File: config.mk
export PLATFORM = sky130hd
export DESIGN_NAME = pipe_elastic_stage
export DESIGN_NICKNAME = d
export VERILOG_FILES = /design/src/rtl/pipe_elastic_stage.sv
export SDC_FILE = /design/constraint.sdc
export NUM_CORES = 1
export LEC_CHECK = 0
export CAP_MARGIN = 25
export CELL_PAD_IN_SITES_DETAIL_PLACEMENT = 1
export CELL_PAD_IN_SITES_GLOBAL_PLACEMENT = 2
export CORE_MARGIN = 2
export CORE_UTILIZATION = 35
export CTS_BUF_LIST = sky130_fd_sc_hd__clkbuf_8
export CTS_CLUSTER_SIZE = 25
export DETAILED_ROUTE_END_ITERATION = 7
export GPL_TIMING_DRIVEN = 0
export PLACE_DENSITY_LB_ADDON = 0.1
export SETUP_SLACK_MARGIN = 0.3
export SYNTH_ARGS = -nofsm -noshare
export SYNTH_HDL_FRONTEND = slang
export SYNTH_SLANG_ARGS = --single-unit
File: constraint.sdc
create_clock -name clk -period 5.1 [get_ports clk]
set_clock_uncertainty 0.2 [all_clocks]
set_input_delay 1.02 -clock clk [delete_from_list [all_inputs] [get_ports clk]]
set_output_delay 1.02 -clock clk [all_outputs]
set_load 0.1 [all_outputs]
File: src/rtl/pipe_elastic_stage.sv
// Elastic pipeline register: a DEPTH-entry in-order circular buffer between
// two valid/ready stages, with a flush that squashes every in-flight entry.
module pipe_elastic_stage #(
  parameter int WIDTH = 64,
  parameter int DEPTH = 2,
  localparam int CNT_W = $clog2(DEPTH + 1)
) (
  input  logic             clk,
  input  logic             reset,
  input  logic             flush,
  input  logic             in_valid,
  output logic             in_ready,
  input  logic [WIDTH-1:0] in_data,
  output logic             out_valid,
  input  logic             out_ready,
  output logic [WIDTH-1:0] out_data,
  output logic [CNT_W-1:0] count
);

  localparam int PTR_W = (DEPTH > 1) ? $clog2(DEPTH) : 1;
  localparam logic [PTR_W-1:0] LAST_PTR = PTR_W'(DEPTH - 1);
  localparam logic [CNT_W-1:0] FULL_CNT = CNT_W'(DEPTH);

  logic [WIDTH-1:0] mem [DEPTH];
  logic [PTR_W-1:0] rd_ptr;
  logic [PTR_W-1:0] wr_ptr;
  logic [CNT_W-1:0] count_q;
  logic             push;
  logic             pop;
  logic             squash;

  // Handshake: a transfer happens on a rising edge where valid and ready are
  // both 1. in_ready and out_valid come only from the registered count, so
  // neither side ever sees a combinational path from the other side's ready.
  assign in_ready  = (count_q != FULL_CNT);
  assign out_valid = (count_q != '0);
  assign push      = in_valid & in_ready;
  assign pop       = out_valid & out_ready;
  assign squash    = reset | flush;
  assign count     = count_q;
  assign out_data  = out_valid ? mem[rd_ptr] : '0;

  always_ff @(posedge clk) begin
    if (squash) begin
      rd_ptr  <= '0;
      wr_ptr  <= '0;
      count_q <= '0;
    end else begin
      if (push) begin
        wr_ptr <= (wr_ptr == LAST_PTR) ? '0 : wr_ptr + 1'b1;
      end
      if (pop) begin
        rd_ptr <= (rd_ptr == LAST_PTR) ? '0 : rd_ptr + 1'b1;
      end
      count_q <= count_q + CNT_W'(push) - CNT_W'(pop);
    end
  end

  // Storage is left unreset; out_data masks any unwritten entry to zero.
  always_ff @(posedge clk) begin
    if (!squash && push) begin
      mem[wr_ptr] <= in_data;
    end
  end

endmodule

==> results.py, run 1 <==
metrics = {
    "worst_hold_path": {
        "worstHoldPathCells": 2,
        "holdCritPathClass": "reg -> reg",
    },
    "floorplan": {
        "die_h_um": 125,
        "core_um2": 14400,
        "initial_core_util_pct": 35.4,
        "die_area_um2": 15600,
        "rows": 44,
        "ioPinCount": 137,
        "die_w_um": 125,
    },
    "place": {
        "port_buffers": 136,
        "dpl_cell_area_um2": 6820,
        "gp_congestion": 0.680,
        "pre_cts_ws_ps": 1620,
        "dp_hpwl_um": 7350,
    },
    "worst_setup_path": {
        "r2r_cells": 6,
        "critPathLaunchType": "register",
        "critPathCaptureType": "output port",
        "critPathMaxFanout": 10,
        "arrival_ps": 2670,
        "crit_type": "reg -> out",
        "worstPathRequired_ps": 3880,
    },
    "detailed_routing": {
        "vias_per_cell": 4.60,
        "dr_total_vias": 3002,
        "wl_per_cell_um": 16.7,
        "postRouteWirelength_um": 10900,
        "drc": 0,
        "detailedRoute.firstPassIterationCount": 5,
        "drt_iter0_drc": 138,
        "ant_nets": 0,
    },
    "clock_network": {
        "htreeDepth": 4,
        "post-cts-setup-buffer-count": 0,
        "clk_latency_ps": 430,
        "root_buffer": "clkbuf_8",
        "numCtsBuffers": 17,
        "postCtsResizedCells": 0,
        "cts_num_sinks": 133,
        "cts.path.max_buffers": 2,
        "hold_buffers": 0,
        "clk_pin_slew_ps": 70,
        "cts_tree": "built",
    },
    "sta": {
        "post-route-period-util_pct": 76.2,
        "finalMaxSlewViolations": 0,
        "clock.fmax_mhz": 257,
        "fin_crit_ps": 3890,
        "rsz0062_at_grt": "no",
        "hold_viol": 0,
        "relSlewSlack_pct": 32.5,
        "setup_tns_ps": 0,
        "worst_slack_ps": 1210,
        "finalSetupViolCount": 0,
        "worst_slew_pin_slew_ps": 1010,
        "hold_slack_ps": 279,
    },
    "synth": {
        "yosysTopAreaCellShare_pct": 75.2,
        "synth_area_leader_cell": "edfxtp_1",
        "synth-edff-count": 128,
        "yosysMostFrequentCell": "edfxtp_1",
        "synthCells": 297,
        "ys_top_cells_by_count": "edfxtp_1, nor2_1, mux2i_1",
        "syn_area_um2": 5110,
        "synthArstFlopShare_pct": 0,
        "ys_seq_area_share_pct": 77.1,
        "yosys_warnings": 0,
        "ys_seq_elements": 133,
        "synthDistinctLibCells": 20,
        "avgSynthCellArea_um2": 17.2,
        "synthTopCellsByArea": "edfxtp_1, mux2i_1, nor2_1",
        "ys.flop_type": "edfxtp_1",
        "synth_fp_nets": 368,
    },
    "global_routing": {
        "grt_pass1_wl_um": 17100,
        "grt_pass1_vias": 3325,
        "grt_use_total_pct": 14.7,
        "grt_max_degree": 48,
        "overflow": 0,
        "antenna_found_initial": 0,
    },
    "layout": {
        "drive_above_1_share_pct": 10.0,
        "ff_latch_area_um2": 3940,
        "fin_nets": 527,
        "postLayoutCellArea_um2": 7210,
        "final.fill_count": 1439,
        "antenna_cells": 0,
        "multiInputGateArea_um2": 1020,
        "area_growth_pct": 40.9,
    },
    "status": {
        "status": "complete, no violations",
    },
    "power": {
        "power_mw": 2.54,
        "p_leak_nw": 2.34,
        "power.density_nw_per_um2": 352,
        "ir_drop_v": 0.000154,
    },
    "run": {
        "maxCapViolCount": 0,
    },
}
-- logic make-up after synthesis --
logic type | after synthesis | share of synthesized area, %
AOI/OAI and AO/OA | 1 | 0.0978
xor gates and xnor gates | 3 | 0.514
muxes | 65 | 12.7
buffers and inverters | 17 | 3.11
and+or+nand+nor | 76 | 5.92
adders and majority gates | 2 | 0.489
DFF | 133 | 77.1
-- report_power, final --
| part | switching, mW | internal, mW |
|---|---|---|
| sequential | 0.00616 | 1.22 |
| clock | 0.382 | 0.469 |
| combinational | 0.325 | 0.136 |
| total | 0.713 | 1.83 |
-- routing by layer --
metal  vias up  GRT usage [%]  routed length, µm
met4         0           7.19                253
met5         -              0                  0
met2        98           25.2               5670
met3        16           5.50                751
met1      1476           15.9               4260
li1       1412              -                  -
-- sequential cells by signal, indices dropped and copies added (netlist names), named ones only --
| name | cells |
|---|---|
| rd_ptr | 1 |
| mem | 128 |
| count | 2 |
| wr_ptr | 1 |
-- final timing paths --
kind	start	endpoint	slack (ps)
worst max register to register	count[0]$_SDFF_PP0_	mem[0][32]$_DFFE_PP_	2880
worst min register to register	wr_ptr$_SDFFE_PP0P_	wr_ptr$_SDFFE_PP0P_	280
worst min-delay path	wr_ptr$_SDFFE_PP0P_	wr_ptr$_SDFFE_PP0P_	280
worst max-delay path	count[1]$_SDFF_PP0_	out_data[22]	1210
-- final cells by class --
| class | instances | area share (%) |
|---|---|---|
| Clock buffer | 17 | 3.25 |
| Sequential cell | 133 | 54.7 |
| Inverter | 3 | 0.156 |
| Timing Repair Buffer | 140 | 20.4 |
| Buffer | 14 | 2.05 |
| Tap cell | 184 | 3.20 |
| Multi-Input combinational cell | 147 | 14.2 |
| Clock inverter | 15 | 2.05 |
-- worst max-delay path, cell delays in order, from the launching register on --
cell             delay, ps
dfxtp_1                420
nor2_1                  80
buf_2                  210
buf_4                  210
nor2_1                 160
clkdlybuf4s50_1       1160
-- stage by stage --
step	util (%)	std cells
after CTS	50.0	653
after global routing	50.0	653
final	50.0	653
after floorplan	-	297
after detailed placement	47.3	621
after global placement	46.5	617
-- layout by cell type (no fill, tap or decap), types with 2 or more instances in the layout --
cell	count
buf_16	4
and2_1	2
clkinv_2	7
bufinv_16	3
ha_1	2
buf_8	6
nand2_1	2
inv_1	6
dfxtp_1	5
nor2_1	66
clkbuf_8	17
xnor2_1	2
buf_4	5
clkdlybuf4s50_1	136
nor3_1	2
mux2i_1	65
edfxtp_1	128
No activity file was read; power rests on OpenSTA's default activity.
==> run 2: changes to the inputs <==
--- a/config.mk
+++ b/config.mk
@@ -9,7 +9,7 @@
 export CELL_PAD_IN_SITES_DETAIL_PLACEMENT = 1
 export CELL_PAD_IN_SITES_GLOBAL_PLACEMENT = 2
 export CORE_MARGIN = 2
-export CORE_UTILIZATION = 35
+export CORE_UTILIZATION = 31
 export CTS_BUF_LIST = sky130_fd_sc_hd__clkbuf_8
 export CTS_CLUSTER_SIZE = 25
 export DETAILED_ROUTE_END_ITERATION = 7
==> constraint.sdc (replaced) <==
create_clock -name clk -period 3.15 [get_ports clk]
set_clock_uncertainty 0.2 [all_clocks]
set_input_delay 0.63 -clock clk [delete_from_list [all_inputs] [get_ports clk]]
set_output_delay 0.63 -clock clk [all_outputs]
set_load 0.1 [all_outputs]
==> run 2 against run 1 <==
Effect of this change:
- largest cell class unchanged
- highest routed layer unchanged
- combinational power is 71% higher
- final cell count increased by 4.7%
- design area rose by 2.7%
- wire length is 3.2% higher
- count of clock-buffer cells in the layout unchanged
- critical path depth fell by 4
- die area is 12% higher
- clock power is 63% higher
- sequential power increased by 62%
- sequential cell count unchanged
- critical endpoint is now count[0]
- register-to-register slack worse by 1700 ps
- total power is 64% higher
==> results.py, run 2 (same netlist as run 1, synthesis figures left out) <==
metrics = {
    "clock_network": {
        "htreeDepth": 4,
        "clk_latency_ps": 430,
        "hold_buffers": 0,
        "cts_num_sinks": 133,
        "post-cts-setup-buffer-count": 0,
        "clk_pin_slew_ps": 70,
        "numCtsBuffers": 17,
        "root_buffer": "clkbuf_8",
        "cts_tree": "built",
        "cts.path.max_buffers": 2,
    },
    "detailed_routing": {
        "drt_iter0_drc": 91,
        "dr_total_vias": 2978,
        "ant_nets": 0,
        "vias_per_cell": 4.35,
        "drc": 0,
        "wl_per_cell_um": 16.5,
        "detailedRoute.firstPassIterationCount": 4,
        "postRouteWirelength_um": 11300,
    },
    "global_routing": {
        "grt_pass1_wl_um": 18100,
        "grt_pass1_vias": 3292,
        "grt_use_total_pct": 13.7,
        "antenna_found_initial": 0,
        "overflow": 0,
        "grt_max_degree": 53,
    },
    "worst_setup_path": {
        "critPathMaxFanout": 5,
        "r2r_end": "count[1]$_SDFF_PP0_",
        "r2r_cells": 8,
        "cp_slowest_cell": "clkdlybuf4s50_1",
        "regToRegSetupSlack_ps": 1160,
        "crit_path_end": "count[0]",
        "arrival_ps": 1920,
        "worst-path-buf-inv": 1,
        "critPathCaptureType": "output port",
        "crit_type": "reg -> out",
        "path_delay_family": "buffers and inverters",
        "worstPathRequired_ps": 2320,
        "startpoint": "count[0]$_SDFF_PP0_",
        "critical_path_cell_count": 1,
        "r2r-start": "count[0]$_SDFF_PP0_",
        "critPathLaunchType": "register",
        "critical_path.cell_chain": "clkdlybuf4s50_1",
        "slowest_delay_ps": 1130,
    },
    "sta": {
        "rsz0062_at_grt": "no",
        "relSlewSlack_pct": 35.8,
        "fin_crit_ps": 2750,
        "post-route-period-util_pct": 87.4,
        "setup_tns_ps": 0,
        "finalSetupViolCount": 0,
        "hold_slack_ps": 279,
        "hold_viol": 0,
        "finalMaxSlewViolations": 0,
        "worst_slew_pin_slew_ps": 959,
        "clock.fmax_mhz": 363,
    },
    "layout": {
        "drive_above_1_share_pct": 38.0,
        "largest-register": "mem",
        "fin_nets": 526,
        "layout_commonest_cell": "edfxtp_1",
        "area_growth_pct": 44.8,
        "largest_reg_flops": 128,
        "utilization_pct": 46.3,
        "final_cell_mix": "edfxtp_1, clkdlybuf4s50_1, mux2i_1",
        "antenna_cells": 0,
        "layoutNonFillerInstCount": 684,
    },
    "floorplan": {
        "die_w_um": 132,
        "core_um2": 16000,
        "ioPinCount": 137,
        "initial_core_util_pct": 32.0,
        "die_h_um": 132,
        "rows": 46,
        "die_area_um2": 17500,
    },
    "worst_hold_path": {
        "holdCritPathClass": "reg -> reg",
    },
    "power": {
        "ir_drop_v": 0.000269,
        "power.density_nw_per_um2": 563,
        "p_leak_nw": 2.44,
        "power_mw": 4.17,
    },
    "run": {
        "maxCapViolCount": 0,
    },
    "place": {
        "port_buffers": 136,
        "dp.cells": 652,
        "gp_congestion": 0.677,
        "dp_hpwl_um": 7590,
    },
    "status": {
        "status": "complete, no violations",
    },
}
==> run 2: cell count changes in the layout (fill, tap and decap cells not counted), sizes merged <==
cell,delta
clkinv,+1
buf,+51
clkdlybuf4s15,+13
dlygate4sd2,+2
clkdlybuf4s50,-67
inv,-1
==> run 2: worst min path at each step <==
stage                        startpoint                  end  slack, ps  depth (start not counted)
floorplan           wr_ptr$_SDFFE_PP0P_  wr_ptr$_SDFFE_PP0P_        240                          2
global placement    wr_ptr$_SDFFE_PP0P_  wr_ptr$_SDFFE_PP0P_        260                          2
detailed placement  wr_ptr$_SDFFE_PP0P_  wr_ptr$_SDFFE_PP0P_        270                          2
CTS                 wr_ptr$_SDFFE_PP0P_  wr_ptr$_SDFFE_PP0P_        280                          2
global route        wr_ptr$_SDFFE_PP0P_  wr_ptr$_SDFFE_PP0P_        310                          2
finish              wr_ptr$_SDFFE_PP0P_  wr_ptr$_SDFFE_PP0P_        280                          2
==> run 2: layout make-up <==
class / count / area (µm²)
Buffer: 14 / 176
Clock buffer: 17 / 234
Clock inverter: 15 / 146
Fill cell: 1601 / 8600
Inverter: 3 / 11.3
Multi-Input combinational cell: 147 / 1430
Sequential cell: 133 / 3950
Tap cell: 216 / 270
Timing Repair Buffer: 139 / 1180
==> run 2: report_power, final <==
part / total, mW / switching [mW] / internal [mW]
sequential: 1.99 / 0.00991 / 1.98
combinational: 0.789 / 0.579 / 0.210
clock: 1.39 / 0.633 / 0.759
total: 4.17 / 1.22 / 2.95
==> run 2: routing by layer <==
layer  track usage (%)  wire length, µm
met4              5.91              176
met1              16.5             4710
met3              5.02              697
met2              22.3             5710
met5                 0                0
==> run 2: repair_timing <==
item | in CTS | in global routing
resized for setup | 305 | 5
endpoints found under the setup margin | 67 | 8
cloned | 0 | 0
==> run 2: through the flow <==
| step | area, µm² | worst slack [ps] |
|---|---|---|
| CTS | 7410 | 299 |
| global route | 7400 | 301 |
| finish | 7400 | 396 |
| global placement | 7170 | -691 |
| floorplan | 5540 | 373 |
| detailed placement | 7240 | -52.4 |
==> run 3: changes to the inputs <==
--- a/config.mk
+++ b/config.mk
@@ -8,7 +8,6 @@
 export CAP_MARGIN = 25
 export CELL_PAD_IN_SITES_DETAIL_PLACEMENT = 1
 export CELL_PAD_IN_SITES_GLOBAL_PLACEMENT = 2
-export CORE_MARGIN = 2
 export CORE_UTILIZATION = 31
 export CTS_BUF_LIST = sky130_fd_sc_hd__clkbuf_8
 export CTS_CLUSTER_SIZE = 25
==> run 3 against run 2 <==
Effect of this change:
- global-route usage decreased by 0.39 points
- critical path depth unchanged
- wire length is 2.5% lower
- final cell count stayed put
- clock power is 8% higher
- utilization is 0.19 points higher
- critical path type unchanged
- highest routed layer unchanged
==> results.py, run 3 (same netlist as run 1, synthesis figures left out) <==
metrics = {
    "layout": {
        "largest-register": "mem",
        "antenna_cells": 0,
        "largest_reg_flops": 128,
        "fin_nets": 527,
        "layout_commonest_cell": "edfxtp_1",
        "final_cell_mix": "edfxtp_1, clkdlybuf4s50_1, mux2i_1",
        "drive_above_1_share_pct": 38.5,
        "area_growth_pct": 45.4,
    },
    "global_routing": {
        "grt_pass1_wl_um": 16200,
        "grt_use_total_pct": 13.3,
        "grt_pass1_vias": 3146,
        "antenna_found_initial": 0,
        "grt_max_degree": 45,
        "overflow": 0,
    },
    "floorplan": {
        "die_h_um": 130,
        "die_w_um": 130,
        "ioPinCount": 137,
        "initial_core_util_pct": 32.0,
        "die_area_um2": 17000,
        "rows": 46,
        "core_um2": 16000,
    },
    "place": {
        "gp_congestion": 0.661,
        "port_buffers": 136,
        "dp_hpwl_um": 7510,
        "pre_cts_ws_ps": 30.5,
    },
    "worst_setup_path": {
        "critPathLaunchType": "register",
        "cp_slowest_cell": "clkdlybuf4s50_1",
        "path_delay_family": "buffers and inverters",
        "worst-path-buf-inv": 1,
        "slowest_delay_ps": 1130,
        "critPathMaxFanout": 5,
        "worstPathRequired_ps": 2320,
        "critPathCaptureType": "output port",
        "r2r_cells": 4,
        "crit_type": "reg -> out",
        "arrival_ps": 1910,
        "critical_path_cell_count": 1,
        "critical_path.cell_chain": "clkdlybuf4s50_1",
    },
    "sta": {
        "worst_slew_pin_slew_ps": 960,
        "worst_slack_ps": 406,
        "fin_crit_ps": 2740,
        "setup_tns_ps": 0,
        "relSlewSlack_pct": 35.8,
        "finalSetupViolCount": 0,
        "hold_viol": 0,
        "finalMaxSlewViolations": 0,
        "post-route-period-util_pct": 87.1,
        "clock.fmax_mhz": 364,
        "rsz0062_at_grt": "no",
    },
    "clock_network": {
        "post-cts-setup-buffer-count": 0,
        "htreeDepth": 4,
        "root_buffer": "clkbuf_8",
        "cts.path.max_buffers": 2,
        "numCtsBuffers": 17,
        "cts_tree": "built",
        "cts_num_sinks": 133,
        "hold_buffers": 0,
        "clk_pin_slew_ps": 70,
        "clk_latency_ps": 420,
    },
    "worst_hold_path": {
        "holdCritPathClass": "reg -> reg",
        "worstHoldPathCells": 2,
    },
    "detailed_routing": {
        "dr_total_vias": 2988,
        "drc": 0,
        "drt_iter0_drc": 119,
        "vias_per_cell": 4.37,
        "ant_nets": 0,
        "postRouteWirelength_um": 11000,
        "detailedRoute.firstPassIterationCount": 4,
        "wl_per_cell_um": 16.1,
    },
    "power": {
        "power_mw": 4.28,
        "p_leak_nw": 2.47,
        "ir_drop_v": 0.000271,
        "power.density_nw_per_um2": 575,
    },
    "run": {
        "maxCapViolCount": 0,
    },
    "status": {
        "status": "complete, no violations",
    },
}
==> run 3: area by class of cell <==
cell class                      instances  area, µm²
Fill cell                            1615       8570
Multi-Input combinational cell        147       1430
Inverter                                3       11.3
Timing Repair Buffer                  140       1180
Clock buffer                           17        234
Tap cell                              216        270
Buffer                                 14        166
Clock inverter                         14        184
Sequential cell                       133       3950
==> run 3: timing repair <==
item / in CTS / in global routing
resized for setup: 301 / 17
pin swaps: 0 / 0
setup endpoints to repair: 67 / 9
==> run 3: per-layer routing <==
metal | vias up | GRT usage [%] | wire [µm] | share of wire [%]
li1 | 1423 | - | - | -
met1 | 1464 | 14.3 | 4280 | 39
met2 | 89 | 23.6 | 5770 | 52
met3 | 12 | 4.68 | 797 | 7.2
met4 | 0 | 6.29 | 165 | 1.5
met5 | - | 0 | 0 | 0
==> run 3: through the flow <==
step,instance area [µm²],hold slack (ps),instances,utilization (%)
global placement,7170,253,649,44.8
detailed placement,7270,279,653,45.5
floorplan,5540,243,297,-
global route,7430,320,684,46.4
CTS,7480,289,684,46.8
finish,7430,280,684,46.4
==> run 3: path summary, 6_finish.rpt <==
kind	startpoint	end	slack [ps]
hold / removal	wr_ptr$_SDFFE_PP0P_	wr_ptr$_SDFFE_PP0P_	280
setup / recovery	count[0]$_SDFF_PP0_	count[0]	410
setup reg to reg	wr_ptr$_SDFFE_PP0P_	mem[0][50]$_DFFE_PP_	1050
hold reg to reg	wr_ptr$_SDFFE_PP0P_	wr_ptr$_SDFFE_PP0P_	280
==> run 3: worst register-to-register path, cell delays in order, from the launching register on <==
cell and delay (ps):
dfxtp_1 320, or3_1 430, nor2_4 450, buf_16 230, buf_16 180
==> run 3: power breakdown <==
part	internal (mW)	switching (mW)	leakage (nW)
Sequential	1.98	0.0102	1.20
Clock	0.854	0.649	0.209
Combinational	0.209	0.578	1.06
